==> config.mk <==
export PLATFORM = sky130hd
export DESIGN_NAME = led_mode_sequencer
export DESIGN_NICKNAME = d
export VERILOG_FILES = /design/src/rtl/led_seq_pkg.sv /design/src/rtl/btn_debounce.sv /design/src/rtl/led_mode_sequencer.sv
export SDC_FILE = /design/constraint.sdc
export NUM_CORES = 1
export LEC_CHECK = 0
export ABC_CLOCK_PERIOD_IN_PS = 5200
export CAP_MARGIN = 40
export CORE_MARGIN = 1
export CORE_UTILIZATION = 55
export DETAILED_ROUTE_END_ITERATION = 10
export DONT_BUFFER_PORTS = 1
export GPL_ROUTABILITY_DRIVEN = 0
export HOLD_SLACK_MARGIN = 0.08
export PLACE_DENSITY = 0.68
export SETUP_SLACK_MARGIN = 0.2
export SLEW_MARGIN = 10
export SYNTH_ARGS = -nofsm -noshare
export SYNTH_HDL_FRONTEND = slang
export SYNTH_SLANG_ARGS = --single-unit
==> constraint.sdc <==
create_clock -name CLK_IN -period 5.2 [get_ports CLK_IN]
set_input_delay 0.52 -clock CLK_IN [delete_from_list [all_inputs] [get_ports CLK_IN]]
set_output_delay 0.52 -clock CLK_IN [all_outputs]
set_load 0.05 [all_outputs]
==> src/rtl/led_seq_pkg.sv <==
// Shared types for the LED mode sequencer: display mode encoding and mode ordering.
package led_seq_pkg;

  localparam int STEP_W = 4;

  typedef enum logic [1:0] {
    GATES   = 2'd0,
    CHASE   = 2'd1,
    BINARY  = 2'd2,
    BREATHE = 2'd3
  } mode_t;

  function automatic mode_t next_mode(input mode_t m);
    case (m)
      GATES:   return CHASE;
      CHASE:   return BINARY;
      BINARY:  return BREATHE;
      default: return GATES;
    endcase
  endfunction

endpackage

==> src/rtl/btn_debounce.sv <==
// Two-flop synchroniser plus stable-count debouncer; rise pulses combinationally
// in the cycle whose closing edge flips the debounced level from 0 to 1.
module btn_debounce #(
  parameter int DEB_CYCLES = 120_000
) (
  input  logic clk,
  input  logic rst,
  input  logic btn_in,
  output logic deb,
  output logic rise
);

  localparam int CW = (DEB_CYCLES > 1) ? $clog2(DEB_CYCLES) : 1;
  localparam logic [CW-1:0] CNT_MAX = CW'(DEB_CYCLES - 1);

  logic          sync1_q;
  logic          btn_s_q;
  logic          deb_q, deb_d;
  logic [CW-1:0] cnt_q, cnt_d;
  logic          differ;
  logic          done;

  always_comb begin
    differ = (btn_s_q != deb_q);
    done   = differ && (cnt_q == CNT_MAX);
    deb_d  = deb_q;
    cnt_d  = '0;
    // Any cycle where the synchronised level matches deb restarts the count.
    if (differ) begin
      if (done) deb_d = btn_s_q;
      else      cnt_d = cnt_q + 1'b1;
    end
  end

  always_ff @(posedge clk or posedge rst) begin
    if (rst) begin
      sync1_q <= 1'b0;
      btn_s_q <= 1'b0;
      deb_q   <= 1'b0;
      cnt_q   <= '0;
    end else begin
      sync1_q <= btn_in;
      btn_s_q <= sync1_q;
      deb_q   <= deb_d;
      cnt_q   <= cnt_d;
    end
  end

  assign deb  = deb_q;
  assign rise = done & btn_s_q;

endmodule

==> src/rtl/led_mode_sequencer.sv <==
// Step-rate LED demo: prescaled 4-bit step, free-running PWM, button-cycled
// display mode and a registered five-LED output.
module led_mode_sequencer
  import led_seq_pkg::*;
#(
  parameter int CLK_HZ     = 12_000_000,
  parameter int STEP_HZ    = 2,
  parameter int DEB_CYCLES = 120_000,
  parameter int PWM_BITS   = 4
) (
  input  logic CLK_IN,
  input  logic RST_IN,
  input  logic MODE_BTN,
  output logic RLED1,
  output logic RLED2,
  output logic RLED3,
  output logic RLED4,
  output logic GLED5
);

  localparam int DIV = CLK_HZ / STEP_HZ;
  localparam int PW  = $clog2(DIV);
  localparam logic [PW-1:0] PRE_MAX = PW'(DIV - 1);

  logic [PW-1:0]       pre_q, pre_d;
  logic [STEP_W-1:0]   step_q, step_d;
  logic [PWM_BITS-1:0] pwm_q, pwm_d;
  mode_t               mode_q, mode_d;
  logic [4:0]          led_q, led_d;

  logic                deb_lvl, deb_rise, mode_adv, tick;
  logic                a, b, breathe_on;
  logic [2:0]          tri_lvl;
  logic [PWM_BITS-1:0] duty;

  btn_debounce #(.DEB_CYCLES(DEB_CYCLES)) u_deb (
    .clk    (CLK_IN),
    .rst    (RST_IN),
    .btn_in (MODE_BTN),
    .deb    (deb_lvl),
    .rise   (deb_rise)
  );

  always_comb begin
    mode_adv = deb_rise & ~deb_lvl;
    tick     = (pre_q == PRE_MAX);
    pwm_d    = pwm_q + 1'b1;
    mode_d   = mode_q;
    pre_d    = tick ? '0 : pre_q + 1'b1;
    step_d   = tick ? step_q + 1'b1 : step_q;
    // A mode change restarts the step phase, overriding a same-cycle tick.
    if (mode_adv) begin
      mode_d = next_mode(mode_q);
      pre_d  = '0;
      step_d = '0;
    end
  end

  always_comb begin
    a          = step_q[1];
    b          = step_q[0];
    tri_lvl    = step_q[3] ? ~step_q[2:0] : step_q[2:0];
    duty       = PWM_BITS'(tri_lvl) << (PWM_BITS - 3);
    breathe_on = (pwm_q < duty);
    led_d      = '0;
    case (mode_q)
      GATES:   led_d = {a, b, a & b, a | b, a ^ b};
      CHASE:   led_d = {step_q[1:0] == 2'd0, step_q[1:0] == 2'd1,
                        step_q[1:0] == 2'd2, step_q[1:0] == 2'd3, step_q[2]};
      BINARY:  led_d = {step_q, step_q == 4'hF};
      BREATHE: led_d = {{4{breathe_on}}, ~breathe_on};
      default: led_d = '0;
    endcase
  end

  always_ff @(posedge CLK_IN or posedge RST_IN) begin
    if (RST_IN) begin
      pre_q  <= '0;
      step_q <= '0;
      pwm_q  <= '0;
      mode_q <= GATES;
      led_q  <= '0;
    end else begin
      pre_q  <= pre_d;
      step_q <= step_d;
      pwm_q  <= pwm_d;
      mode_q <= mode_d;
      led_q  <= led_d;
    end
  end

  assign {RLED1, RLED2, RLED3, RLED4, GLED5} = led_q;

endmodule

# --- Word level (Yosys, flattened, before mapping) ---
# Index checks and enable logic that the tools add are counted.
word_totals:
  latchBits: 0
  memories: 0
  romBits: 0
  ramBits: 0
  regBits: 58
  word_cells: 46
classes:
  eq_ne: 10
  div_mod_pow: 0
  n_mul: 0
  shifts: 0
  n_addsub: 4
  bitwise_logic: 8
  reduce_logical: 5
  mux: 9
  order_cmp: 1
op_table:
  columns: ["operator", "n"]
  rows:
  - ["23-bit two-way mux", 2]
  - ["17-bit two-way mux", 2]
  - ["23-bit by 1-bit adder with 23-bit output, second input constant", 1]
  - ["23-bit == test, second input constant", 1]
  - ["5-bit case mux with 4 select lines", 1]
  - ["17-bit by 1-bit adder with 17-bit output, second input constant", 1]
  - ["17-bit == test, second input constant", 1]
  - ["4-bit by 1-bit adder with 4-bit output, second input constant", 2]
  - ["2-bit == test, second input constant", 4]
  - ["4-bit two-way mux", 2]
  - ["2-bit case mux with 3 select lines", 1]
  - ["2-bit by 1-bit == test with 1-bit output, second input constant", 2]
  - ["4-bit == test, second input constant", 1]
  - ["2-bit zero test", 2]
  - ["4-bit < comparator", 1]
  - ["1-bit AND", 3]
  - ["3-bit two-way mux", 1]
  - ["3-bit inverter", 1]
  - ["1-bit inverter", 2]
  - ["2-bit AND reduction", 1]
  - ["2-bit nonzero test", 1]
  - ["1-bit logical AND", 1]
  - ["1-bit != test", 1]
  - ["1-bit OR", 1]
  - ["1-bit XOR", 1]

# --- Logic depth before layout (Yosys ltp) ---
depth:
  word_depth: 5
  mapped_depth: 8
  ltp_nobuf: 8

# --- By module ---
# Synthesis repeated with hierarchy kept, for this count alone.
unflattened:
  hier_cells: 302
  area_unflattened_um2: 3040.4
modules_own_cells:
  columns: ["module", "n_inst", "area_per_inst_um2", "seq_area_each_um2", "cells_per_inst"]
  rows:
  - ["led_mode_sequencer", 1, 2048.2, 950.9, 205]
  - ["btn_debounce", 1, 992.2, 500.5, 97]

# --- Least setup slack after synthesis ---
# No wires, ideal clock.
synth_timing:
  path_type: "register to register"
  from: "reg u_deb.cnt_q[0]"
  to: "reg mode_q[1]"
  path_buffers: 1
  path_slack_ps: 3373
  setup_ps: 125
  period_less_slack_ps: 1827
  path_stages_with_launch: 8
  arrival_time_ps: 1702
  cell_sequence: "dfrtp_1 ha_1 and3_1 buf_4 and3_2 nand4_4 nor2_8 mux2_2"
synth_between:
  elab_chain_cells: 4
synth_lines:
  columns: ["element", "line", "rtl"]
  rows:
  - ["start: declaration", "btn_debounce.sv:19", "logic [CW-1:0] cnt_q, cnt_d;"]
  - ["start signal: assignment", "btn_debounce.sv:45", "cnt_q <= cnt_d;"]
  - ["17-bit == test", "btn_debounce.sv:25", "done = differ && (cnt_q == CNT_MAX);"]
  - ["1-bit logical AND", "btn_debounce.sv:25", null]
  - ["1-bit AND", "btn_debounce.sv:50", "assign rise = done & btn_s_q;"]
  - ["1-bit AND", "led_mode_sequencer.sv:45", "mode_adv = deb_rise & ~deb_lvl;"]
  - ["end signal: assignment", "led_mode_sequencer.sv:87", "mode_q <= mode_d;"]
  - ["end: declaration", "led_mode_sequencer.sv:28", "mode_t mode_q, mode_d;"]
# Every way passes these cells.
# A chain may end at the register's enable or synchronous reset.

# --- Worst setup path after layout ---
layout_timing:
  from: "reg u_deb.cnt_q[0]"
  to: "reg pre_q[17]"
layout_between:
  elab_chain_cells: 5
layout_lines:
  columns: ["element", "line", "rtl"]
  rows:
  - ["17-bit == test", "btn_debounce.sv:25", null]
  - ["1-bit logical AND", "btn_debounce.sv:25", null]
  - ["1-bit AND", "btn_debounce.sv:50", null]
  - ["1-bit AND", "led_mode_sequencer.sv:45", null]
  - ["23-bit two-way mux", "led_mode_sequencer.sv:52", "if (mode_adv) begin"]
  - ["net pre_d[17]", "led_mode_sequencer.sv:25", "logic [PW-1:0] pre_q, pre_d;"]
  - ["end signal: assignment", "led_mode_sequencer.sv:84", "pre_q <= pre_d;"]
  - ["end: declaration", "led_mode_sequencer.sv:25", null]
# The timed path passes the listed nets, and every way through them passes these cells.

==> flow_metrics.tcl <==
set metrics [dict create \
    run_status "finished clean" \
    worst-setup-path-type "register to register" \
    synth_xor_area_share_pct 12.9 \
    grt_max_degree 59 \
    die_w_um 74.9 \
    hpwlAfterDp_um 3230 \
    clockBufferDepth 2 \
    initial_utilization_pct 57.3 \
    routed_wl_um 4730 \
    power.leakage_nw 1.48 \
    vias_per_cell 5.35 \
    cp_max_fo 21 \
    core_um2 5110 \
    drt_iter0_drc 70 \
    max_slew.worst_pin.slew_ns 0.851 \
    path_cells "ha_1, and3_1, and3_2, nand4_4, o21ai_2, nor2_1" \
    fin_tns_setup_ns 0 \
    cp-end-kind "register" \
    post_cts_buffers 0 \
    layout_common_cells "58 x dfrtp_1, 50 x nor2_1, 30 x xor2_1" \
    synth_top_area_share_pct 49.6 \
    p_per_area_nw_per_um2 273 \
    synthTopCellsByArea "dfrtp_1 50%, xor2_1 9.0%, nor2_1 6.4%" \
    fillers 425 \
    rrSetupSlack_ns 2.86 \
    rsz0062_at_grt "false" \
    synth-edff-count 0 \
    worst_slack_ns 2.86 \
    period_minus_slack_ns 2.34 \
    maxCapViolCount 0 \
    final_hold_viol_count 0 \
    clock_latency_ns 0.33 \
    synthArstFlopShare_pct 100 \
    drive_gt1_share_pct 11.9 \
    maxSlewViolCount 0 \
    synth_nets 292 \
    path_clk_slew_ns 0.07 \
    num_rows 26 \
    vias 1904 \
    setup_violations 0 \
    placed_area_um2 2980 \
    final_common_cell "dfrtp_1" \
    dpl_worst_slack_ns 2.82 \
    grt_overflow 0 \
    cts-hold-fix-buffers 0 \
    cp-start-kind "register" \
    synth_top_family_by_area "simple AND/OR/NAND/NOR gates" \
    hold_ws_ns 0.213 \
    arrival_ns 2.52 \
    grt_pass1_wl_um 8310 \
    syn_area_um2 2930 \
    hold_start "MODE_BTN" \
    worst_path_max_delay_cell "o21ai_2" \
    grtUsageTotal_pct 20.1 \
    synth-simple-area-share_pct 23.0 \
    dr.pass1.iters 4 \
    ir_drop_v 0.000240 \
    yosys_most_used_dff "dfrtp_1" \
    yosysWarnings 0 \
    yosys.area.top_type "dfrtp_1" \
    synthToLayoutAreaGrowth_pct 8.04 \
    synth_fa_ha_area_share_pct 5.99 \
    stdcell_count 356 \
    n_antenna_cell 0 \
    htree_levels 3 \
    die_height_um 74.9 \
    cts-root-buf "clkbuf_8" \
    cts-resized-gates 0 \
    slowest_delay_ns 0.73 \
    wl_per_cell_um 13.3 \
    clock.fmax_mhz 427 \
    critPathRequiredTime_ns 5.38 \
    yosysSeqAreaShare_pct 49.6 \
    slew_headroom_pct 43.2 \
    cts_tree "yes" \
    min_to "u_deb.sync1_q$_DFF_PP0_" \
    syn_inst 275 \
    avgSynthCellArea_um2 10.6 \
    ys_seq_elements 58 \
    hp-class "primary input to register" \
    cts.sinks 58 \
    io_buffers 0 \
    ios 8 \
    grt_antenna_before_repair 0 \
    fin_skew_ns 0.00714 \
    grt_pass1_vias 1871 \
    die_area_um2 5610 \
    synthMuxAreaShare_pct 1.45 \
    postRouteAntennaNets 0 \
    yosysUniqueCellTypes 40 \
    period_share_pct 45.0 \
    synth_compound_area_share_pct 4.15 \
    r2r_end "pre_q[17]$_DFF_PP0_" \
    nets 298 \
    timing.rr.start "u_deb.cnt_q[0]$_DFF_PP0_" \
    post-route-util_pct 61.9 \
    finalInstanceArea_um2 3160 \
    power_mw 0.864 \
    cts_buffers 9 \
    drc 0 \
    rr_worst_depth 6 \
    place_inst 340 \
    whs_path_depth 0 \
]
[routing by layer]
| layer | vias up | wire [um] | GRT usage, % |
|---|---|---|---|
| met5 | - | 0 | 0 |
| met4 | 0 | 82 | 7.55 |
| met3 | 10 | 104 | 5.62 |
| met2 | 22 | 2220 | 31.9 |
| met1 | 924 | 2320 | 26.2 |
| li1 | 948 | - | - |
[flip-flops by register name, indices dropped and copies added (netlist names)]
| name | flops |
|---|---|
| mode_q | 2 |
| pre_q | 23 |
| u_deb.deb | 1 |
| u_deb.sync1_q | 1 |
| step_q | 4 |
| u_deb.btn_s_q | 1 |
| u_deb.cnt_q | 17 |
| led_q | 5 |
| pwm_q | 4 |
[how the worst max path moves through the flow]
stage	startpoint	endpoint	slack (ns)	cells past startpoint
after floorplan	RST_IN	led_q[0]$_DFF_PP0_	3.25	1
after global placement	u_deb.cnt_q[0]$_DFF_PP0_	pre_q[8]$_DFF_PP0_	2.92	6
after detailed placement	u_deb.cnt_q[0]$_DFF_PP0_	pre_q[17]$_DFF_PP0_	2.82	6
after CTS	u_deb.cnt_q[0]$_DFF_PP0_	pre_q[17]$_DFF_PP0_	2.81	6
after global routing	u_deb.cnt_q[0]$_DFF_PP0_	pre_q[20]$_DFF_PP0_	2.65	6
final	u_deb.cnt_q[0]$_DFF_PP0_	pre_q[17]$_DFF_PP0_	2.86	6
[synth_stat cells, types with 2 or more instances]
cell type,count
a21oi_1,4
a22oi_1,7
and3_1,5
and3_2,2
buf_4,2
buf_6,2
clkbuf_1,2
dfrtp_1,58
ha_1,14
inv_1,11
mux2_2,2
mux2i_1,2
nand2_1,10
nand2_2,3
nand3_1,20
nand3_2,2
nand4_1,9
nand4_4,2
nor2_1,50
nor3_1,4
nor4_1,2
o21ai_0,3
xnor2_1,13
xor2_1,30
[power breakdown]
| part | internal, mW | total (mW) | switching (mW) |
|---|---|---|---|
| sequential | 0.454 | 0.456 | 0.00218 |
| combinational | 0.00284 | 0.0151 | 0.0123 |
| clock | 0.218 | 0.392 | 0.175 |
| total | 0.674 | 0.864 | 0.189 |
[logic make-up (layout without fill, tap and decap cells)]
group,count (synthesis),in the layout
and+or+nand+nor,121,121
DFF,58,58
muxes,4,4
xor gates and xnor gates,43,43
buffers and inverters,17,28
adders and majority gates,14,14
AOI/OAI and AO/OA,18,18
[area by class of cell]
type / count / area (um2) / share of cell area [%]
Sequential cell: 58 / 1450 / 45.9
Multi-Input combinational cell: 200 / 1390 / 43.9
Clock buffer: 10 / 128 / 4.04
Tap cell: 70 / 87.6 / 2.77
Clock inverter: 6 / 57.6 / 1.82
Inverter: 11 / 41.3 / 1.31
Timing Repair Buffer: 1 / 7.51 / 0.238
[worst max-delay path: cells and delay by family, from the launching register on]
family,cells,cell delay (ns)
fa+ha+maj,1,0.19
simple gates,4,0.87
compound gates,1,0.73
flops,1,0.39
No activity file was read; power rests on OpenSTA's default activity.
